## config.mk

```make
export PLATFORM = sky130hd
export DESIGN_NAME = barrel_shift_pipe
export DESIGN_NICKNAME = d
export VERILOG_FILES = /design/src/rtl/barrel_shift_pipe.sv
export SDC_FILE = /design/constraint.sdc
export NUM_CORES = 1
export LEC_CHECK = 0
export CAP_MARGIN = 20
export CELL_PAD_IN_SITES_DETAIL_PLACEMENT = 1
export CELL_PAD_IN_SITES_GLOBAL_PLACEMENT = 1
export CORE_ASPECT_RATIO = 1.75
export CORE_UTILIZATION = 45
export DETAILED_ROUTE_END_ITERATION = 6
export GPL_ROUTABILITY_DRIVEN = 0
export GPL_TIMING_DRIVEN = 1
export MAX_ROUTING_LAYER = met4
export PLACE_DENSITY = 0.82
export SLEW_MARGIN = 40
export SYNTH_ARGS = -nofsm -noshare
export SYNTH_HDL_FRONTEND = slang
export SYNTH_SLANG_ARGS = --single-unit
```

## constraint.sdc

```tcl
create_clock -name clk -period 2 [get_ports clk]
set_input_delay 0.4 -clock clk [delete_from_list [all_inputs] [get_ports clk]]
set_output_delay 0.4 -clock clk [all_outputs]
set_load 0.01 [all_outputs]
```

## src/rtl/barrel_shift_pipe.sv

```systemverilog
// Pipelined barrel shifter: rotate, logical and arithmetic shifts in either direction.
// One pipeline stage per shift level (2^k), valid/ready handshake with lossless backpressure.
// Optional build macro BARREL_SHIFT_FLAGS_EN adds out_zero / out_carry result flags.
module barrel_shift_pipe #(
  parameter int unsigned WIDTH = 32,
  localparam int unsigned SW = $clog2(WIDTH)
) (
  input  logic             clk,
  input  logic             rst_n,
  input  logic             in_valid,
  output logic             in_ready,
  input  logic [WIDTH-1:0] in_data,
  input  logic [SW-1:0]    in_shift,
  input  logic             in_right,
  input  logic [1:0]       in_mode,
`ifdef BARREL_SHIFT_FLAGS_EN
  output logic             out_zero,
  output logic             out_carry,
`endif
  output logic             out_valid,
  input  logic             out_ready,
  output logic [WIDTH-1:0] out_data
);

  // One shift level of 2^level. Left rotates index backwards directly, so no amount negation.
  function automatic logic [WIDTH-1:0] shift_level(input logic [WIDTH-1:0] d,
                                                   input int unsigned   level,
                                                   input logic          en,
                                                   input logic          right,
                                                   input logic [1:0]    mode,
                                                   input logic          sign);
    logic [WIDTH-1:0] r;
    logic [SW-1:0]    src;
    logic [SW-1:0]    dst;
    logic             rot;
    logic             fill;
    logic             wrapped;
    int unsigned      s;
    s    = 32'd1 << level;
    rot  = (mode == 2'b00) || (mode == 2'b11);
    fill = right && (mode == 2'b10) && sign;
    r    = d;
    if (en) begin
      for (int unsigned i = 0; i < WIDTH; i++) begin
        dst     = SW'(i);
        // Source index wraps modulo WIDTH; wrapped bits are either rotated in or filled.
        src     = right ? SW'(i + s) : SW'(i - s);
        wrapped = right ? (i + s >= WIDTH) : (i < s);
        r[dst]  = (wrapped && !rot) ? fill : d[src];
      end
    end
    return r;
  endfunction

`ifdef BARREL_SHIFT_FLAGS_EN
  logic          in_carry;
  logic [SW-1:0] neg_shift;
  logic          in_rot;

  assign neg_shift = -in_shift;
  assign in_rot    = (in_mode == 2'b00) || (in_mode == 2'b11);

  // Last bit shifted out, taken straight from the operand at the input stage.
  always_comb begin
    in_carry = 1'b0;
    if (!in_rot && (in_shift != '0)) begin
      in_carry = in_right ? in_data[in_shift - SW'(1)] : in_data[neg_shift];
    end
  end
`endif

  for (genvar k = 0; k < SW; k++) begin : g_stage
    logic             valid_q;
    logic [WIDTH-1:0] data_q;
    logic [SW-1:0]    amt_q;
    logic             right_q;
    logic [1:0]       mode_q;
    logic             sign_q;

    logic             valid_d;
    logic [WIDTH-1:0] src_data;
    logic [WIDTH-1:0] data_d;
    logic [SW-1:0]    amt_d;
    logic             right_d;
    logic [1:0]       mode_d;
    logic             sign_d;

    logic             load;
    logic             adv;
    logic             unused_stage;

    if (k == 0) begin : g_head
      assign valid_d  = in_valid;
      assign src_data = in_data;
      assign amt_d    = in_shift;
      assign right_d  = in_right;
      assign mode_d   = in_mode;
      assign sign_d   = in_data[WIDTH-1];
    end else begin : g_body
      assign valid_d  = g_stage[k-1].valid_q;
      assign src_data = g_stage[k-1].data_q;
      assign amt_d    = g_stage[k-1].amt_q;
      assign right_d  = g_stage[k-1].right_q;
      assign mode_d   = g_stage[k-1].mode_q;
      assign sign_d   = g_stage[k-1].sign_q;
    end

    assign data_d = shift_level(src_data, k, amt_d[k], right_d, mode_d, sign_d);

    // Load when empty or when the contents move on; the tail moves on when the consumer takes it.
    if (k == SW - 1) begin : g_tail
      assign adv = out_ready || !valid_q;
    end else begin : g_mid
      assign adv = g_stage[k+1].load;
    end
    assign load = !valid_q || adv;

    // Stage register; payload only updates on a valid load so a stalled tail holds steady.
    always_ff @(posedge clk or negedge rst_n) begin
      if (!rst_n) begin
        valid_q <= 1'b0;
        data_q  <= '0;
        amt_q   <= '0;
        right_q <= 1'b0;
        mode_q  <= '0;
        sign_q  <= 1'b0;
      end else if (load) begin
        valid_q <= valid_d;
        if (valid_d) begin
          data_q  <= data_d;
          amt_q   <= amt_d;
          right_q <= right_d;
          mode_q  <= mode_d;
          sign_q  <= sign_d;
        end
      end
    end

    // Amount bits below k and the tail's control fields are not consumed downstream.
    assign unused_stage = ^{amt_q, right_q, mode_q, sign_q};

`ifdef BARREL_SHIFT_FLAGS_EN
    logic carry_q;
    logic carry_d;

    if (k == 0) begin : g_carry_head
      assign carry_d = in_carry;
    end else begin : g_carry_body
      assign carry_d = g_stage[k-1].carry_q;
    end

    // Carry flag travels alongside the data.
    always_ff @(posedge clk or negedge rst_n) begin
      if (!rst_n) begin
        carry_q <= 1'b0;
      end else if (load && valid_d) begin
        carry_q <= carry_d;
      end
    end
`endif
  end

  assign in_ready  = g_stage[0].load;
  assign out_valid = g_stage[SW-1].valid_q;
  assign out_data  = g_stage[SW-1].data_q;

`ifdef BARREL_SHIFT_FLAGS_EN
  assign out_zero  = out_valid && (out_data == '0);
  assign out_carry = out_valid && g_stage[SW-1].carry_q;
`endif

endmodule

```

==> run summary <==
• **share of the clock period used by the worst path after layout** 97.2%
• **H-tree lvl count** 4
• **number of cell rows** 71
• **capturing element type of the critical path** output pin
• **syn_nets** 1174
• **critical-path cell with the highest stage delay** sky130_fd_sc_hd__clkdlybuf4s50_1
• **Gate Count Post-Synth** 1125
• **number of warnings reported in the yosys synthesis log** 0
• **Required @ worst endpoint** 1.60 ns
• **transition time at the pin with the least slew margin** 0.638 ns
• **core region area** 21600 um^2
• **routing usage on met3** 2.65%
• **Synth-to-Final Area Change** 18.2%
• **setup repair after global routing missed its margin** no
• **highest-utilization routing layer at the global route stage** met2
• **final setup violating endpoints** 0
• **commonest register cell after synthesis** sky130_fd_sc_hd__dfrtp_1
• **status** finished, final reports clean
• **max-slew violations** 0
• **sequential area share after synthesis** 48.2%
• **placement-stage cell area** 11200 um^2
• **main area contributors after synthesis** sky130_fd_sc_hd__dfrtp_1 48%, sky130_fd_sc_hd__o21ai_0 12%, sky130_fd_sc_hd__nand2_1 11%
• **Die Height** 198 um
• **number of flip-flops and latches in the synthesized netlist** 191
• **first-pass GRT wire length** 42900 um
• **maxcap violations** 0
• **cell breakdown of the critical path** clkdlybuf4s50_1, nand4b_4, nor2_1, nand2_1, dlygate4sd2_1
• **number of input and output port buffers inserted** 77
• **worst path bufs/invs** 2
• **Peak VDD IR** 0.635 mV
• **flip-flop and latch area** 4780 um^2
• **CTS Sinks** 191
• **post-layout net count** 1222
• **Avg Vias per Cell** 5.57
• **post-synth cell types** 31
• **Crit path largest cell delay** 0.44 ns
• **maximum fanout along the worst path** 3
• **number of antenna violations at the first check in global routing** 0
• **Post-synth EDFFs** 0
• **I/O pin cnt** 78
• **number of standard cells in the final layout excluding fillers** 1478
• **GR met2 Demand/Resource** 48.9%
• **shortest clock period the worst path allows after layout** 1.94 ns
• **largest net degree at the start of global routing** 66
• **number of DRC violations after detailed-routing iteration 0** 360
• **total power of the final layout** 16400 uW
• **antenna fix cells** 0
• **slew margin rel.** 57.5%
• **Die ar.** 22700 um^2
• **async set-or-reset flop fraction in the synthesized netlist** 100%
• **clock latency on the worst-skew pair** 0.44 ns
• **startpoint types** input port
• **Leak Pwr** 0.00522 uW
• **category of the most critical setup path** in -> out
• **final-report hold violation count** 0
• **x dimension of the die** 114 um
• **placed wire-length estimate after detailed placement** 18900 um
• **CP top delay family** buffers and inverters
• **met1 usage** 23.1%
• **via count of the first global-routing pass** 8587
• **fill count** 2535
• **maximum clock rate** 515 MHz
• **total via count after detailed routing** 8231
• **overall fraction of global-route tracks in use** 24.9%
• **clock-pin slew on the worst setup and hold paths** 0.07 ns
• **area used by multi-input combinational logic** 4720 um^2
• **DRC viols** 0
• **CTS tree** yes
• **most frequent cells after synthesis** 283 x sky130_fd_sc_hd__nand2_1, 234 x sky130_fd_sc_hd__o21ai_0, 191 x sky130_fd_sc_hd__dfrtp_1
• **effective utilization at floorplan** 46.0%
• **data arrival time of the critical path** 1.54 ns
• **CTS Buffer Depth** 2
• **final instance area** 11700 um^2
• **fraction of synthesized cell area taken by the top area cell type** 48.2%
• **antenna viol nets, final** 0
• **final-layout setup total negative slack** 0 ns
• **Hold Crit Class** reg -> reg
• **top cell type by total area after synthesis** sky130_fd_sc_hd__dfrtp_1
• **total grt overflow** 0
• **post-placement cell count** 1445
• **total iterations of the first detailed-routing run** 4
• **mean area per synthesized cell** 8.82 um^2
• **most used standard cell by instance count after synthesis** sky130_fd_sc_hd__nand2_1
• **layout cell share with drive strength beyond 1** 8.43%
• **Root Driver** sky130_fd_sc_hd__clkbuf_16
• **Routed WL** 25600 um
• **Setup Skew** 0.0175 ns
• **post-synthesis cell area** 9920 um^2
• **average routed wire per standard cell** 17.4 um
• **number of CTS-inserted buffers** 17
• **PwrDens** 1400 nW/um^2
-- stage by stage --
step,util [%],hold WS (ns),setup slack (ns)
finish,54.3,0.477,0.0566
global route,54.3,0.503,0.00792
CTS,54.3,0.486,0.0540
detailed placement,51.7,0.382,-0.134
global placement,51.7,0.381,-0.104
floorplan,-,0.104,0.345
-- placed cells by master (no fill, tap or decap), drive strengths merged, types with 14 or more instances in the layout --
cell type      count
inv               15
a21oi             46
o22ai             14
nor2              44
mux2              22
clkbuf            19
nor2b             18
clkdlybuf4s50     74
nand2            283
dfrtp            191
o31ai             16
mux2i             98
buf               41
o21ai            240
-- where the power goes --
| group | switching [uW] | internal, uW |
|---|---|---|
| clock network | 1600 | 1670 |
| logic | 3560 | 2850 |
| registers | 1430 | 5280 |
-- final timing paths --
path,startpoint,to,slack [ns],cells after the start
worst max-delay path,out_ready,in_ready,0.06,5
worst min-delay path,out_data[11]$_DFFE_PN0P_,out_data[11]$_DFFE_PN0P_,0.48,2
worst max register to register,g_stage[3].mode_q[0]$_DFFE_PN0P_,out_data[23]$_DFFE_PN0P_,0.16,6
worst min register to register,out_data[11]$_DFFE_PN0P_,out_data[11]$_DFFE_PN0P_,0.48,2
max in group asynchronous,rst_n,g_stage[2].data_q[27]$_DFFE_PN0P_,0.82,3
min in group asynchronous,rst_n,out_data[0]$_DFFE_PN0P_,0.49,2
-- cell type report --
type / instances / area share [%]
Tap cell: 292 / 3.12
Timing Repair Buffer: 118 / 10.9
Clock inverter: 14 / 1.02
Inverter: 6 / 0.192
Multi-Input combinational cell: 839 / 40.3
Clock buffer: 18 / 3.74
Sequential cell: 191 / 40.8
-- cells by family after synthesis --
family | count (synthesis) | synth area share (%)
compound gates | 358 | 20.1
simple gates | 356 | 14.5
flops | 191 | 48.2
mux | 120 | 12.4
buf+inv | 95 | 4.29
fa+ha+maj | 5 | 0.631
-- what timing repair did --
| item | 4_1_cts | 5_1_grt |
|---|---|---|
| hold buffers | 1 | 0 |
| hold endpoints to repair | 47 | 0 |
| resized for setup | 1 | 0 |
| endpoints found under the setup margin | 1 | 0 |
| buffers inserted | 0 | 0 |
-- worst register-to-register path, delay by kind of cell (launching register included) --
family | cells | cell delay (ns)
buffers and inverters | 1 | 0.05
AND/OR/NAND/NOR | 1 | 0.21
adder cells (fa/ha/maj) | 1 | 0.30
AO/OA/AOI/OAI | 3 | 0.83
flip-flops | 1 | 0.35
-- state kept, by name, indices dropped and copies added, names as in the netlist --
| signal | count |
|---|---|
| out_data | 32 |
| g_stage.data_q | 128 |
| g_stage.right_q | 4 |
| g_stage.sign_q | 4 |
| g_stage.valid_q | 4 |
| out_valid | 1 |
| g_stage.mode_q | 8 |
| g_stage.amt_q | 10 |
-- per-layer routing --
layer  vias up  part of all wire, %
met5         -                    0
met4         0                  4.6
met3        62                  1.6
met2       157                   58
met1      4030                   36
li1       3982                    -
Power figures use the tool's default switching activity.
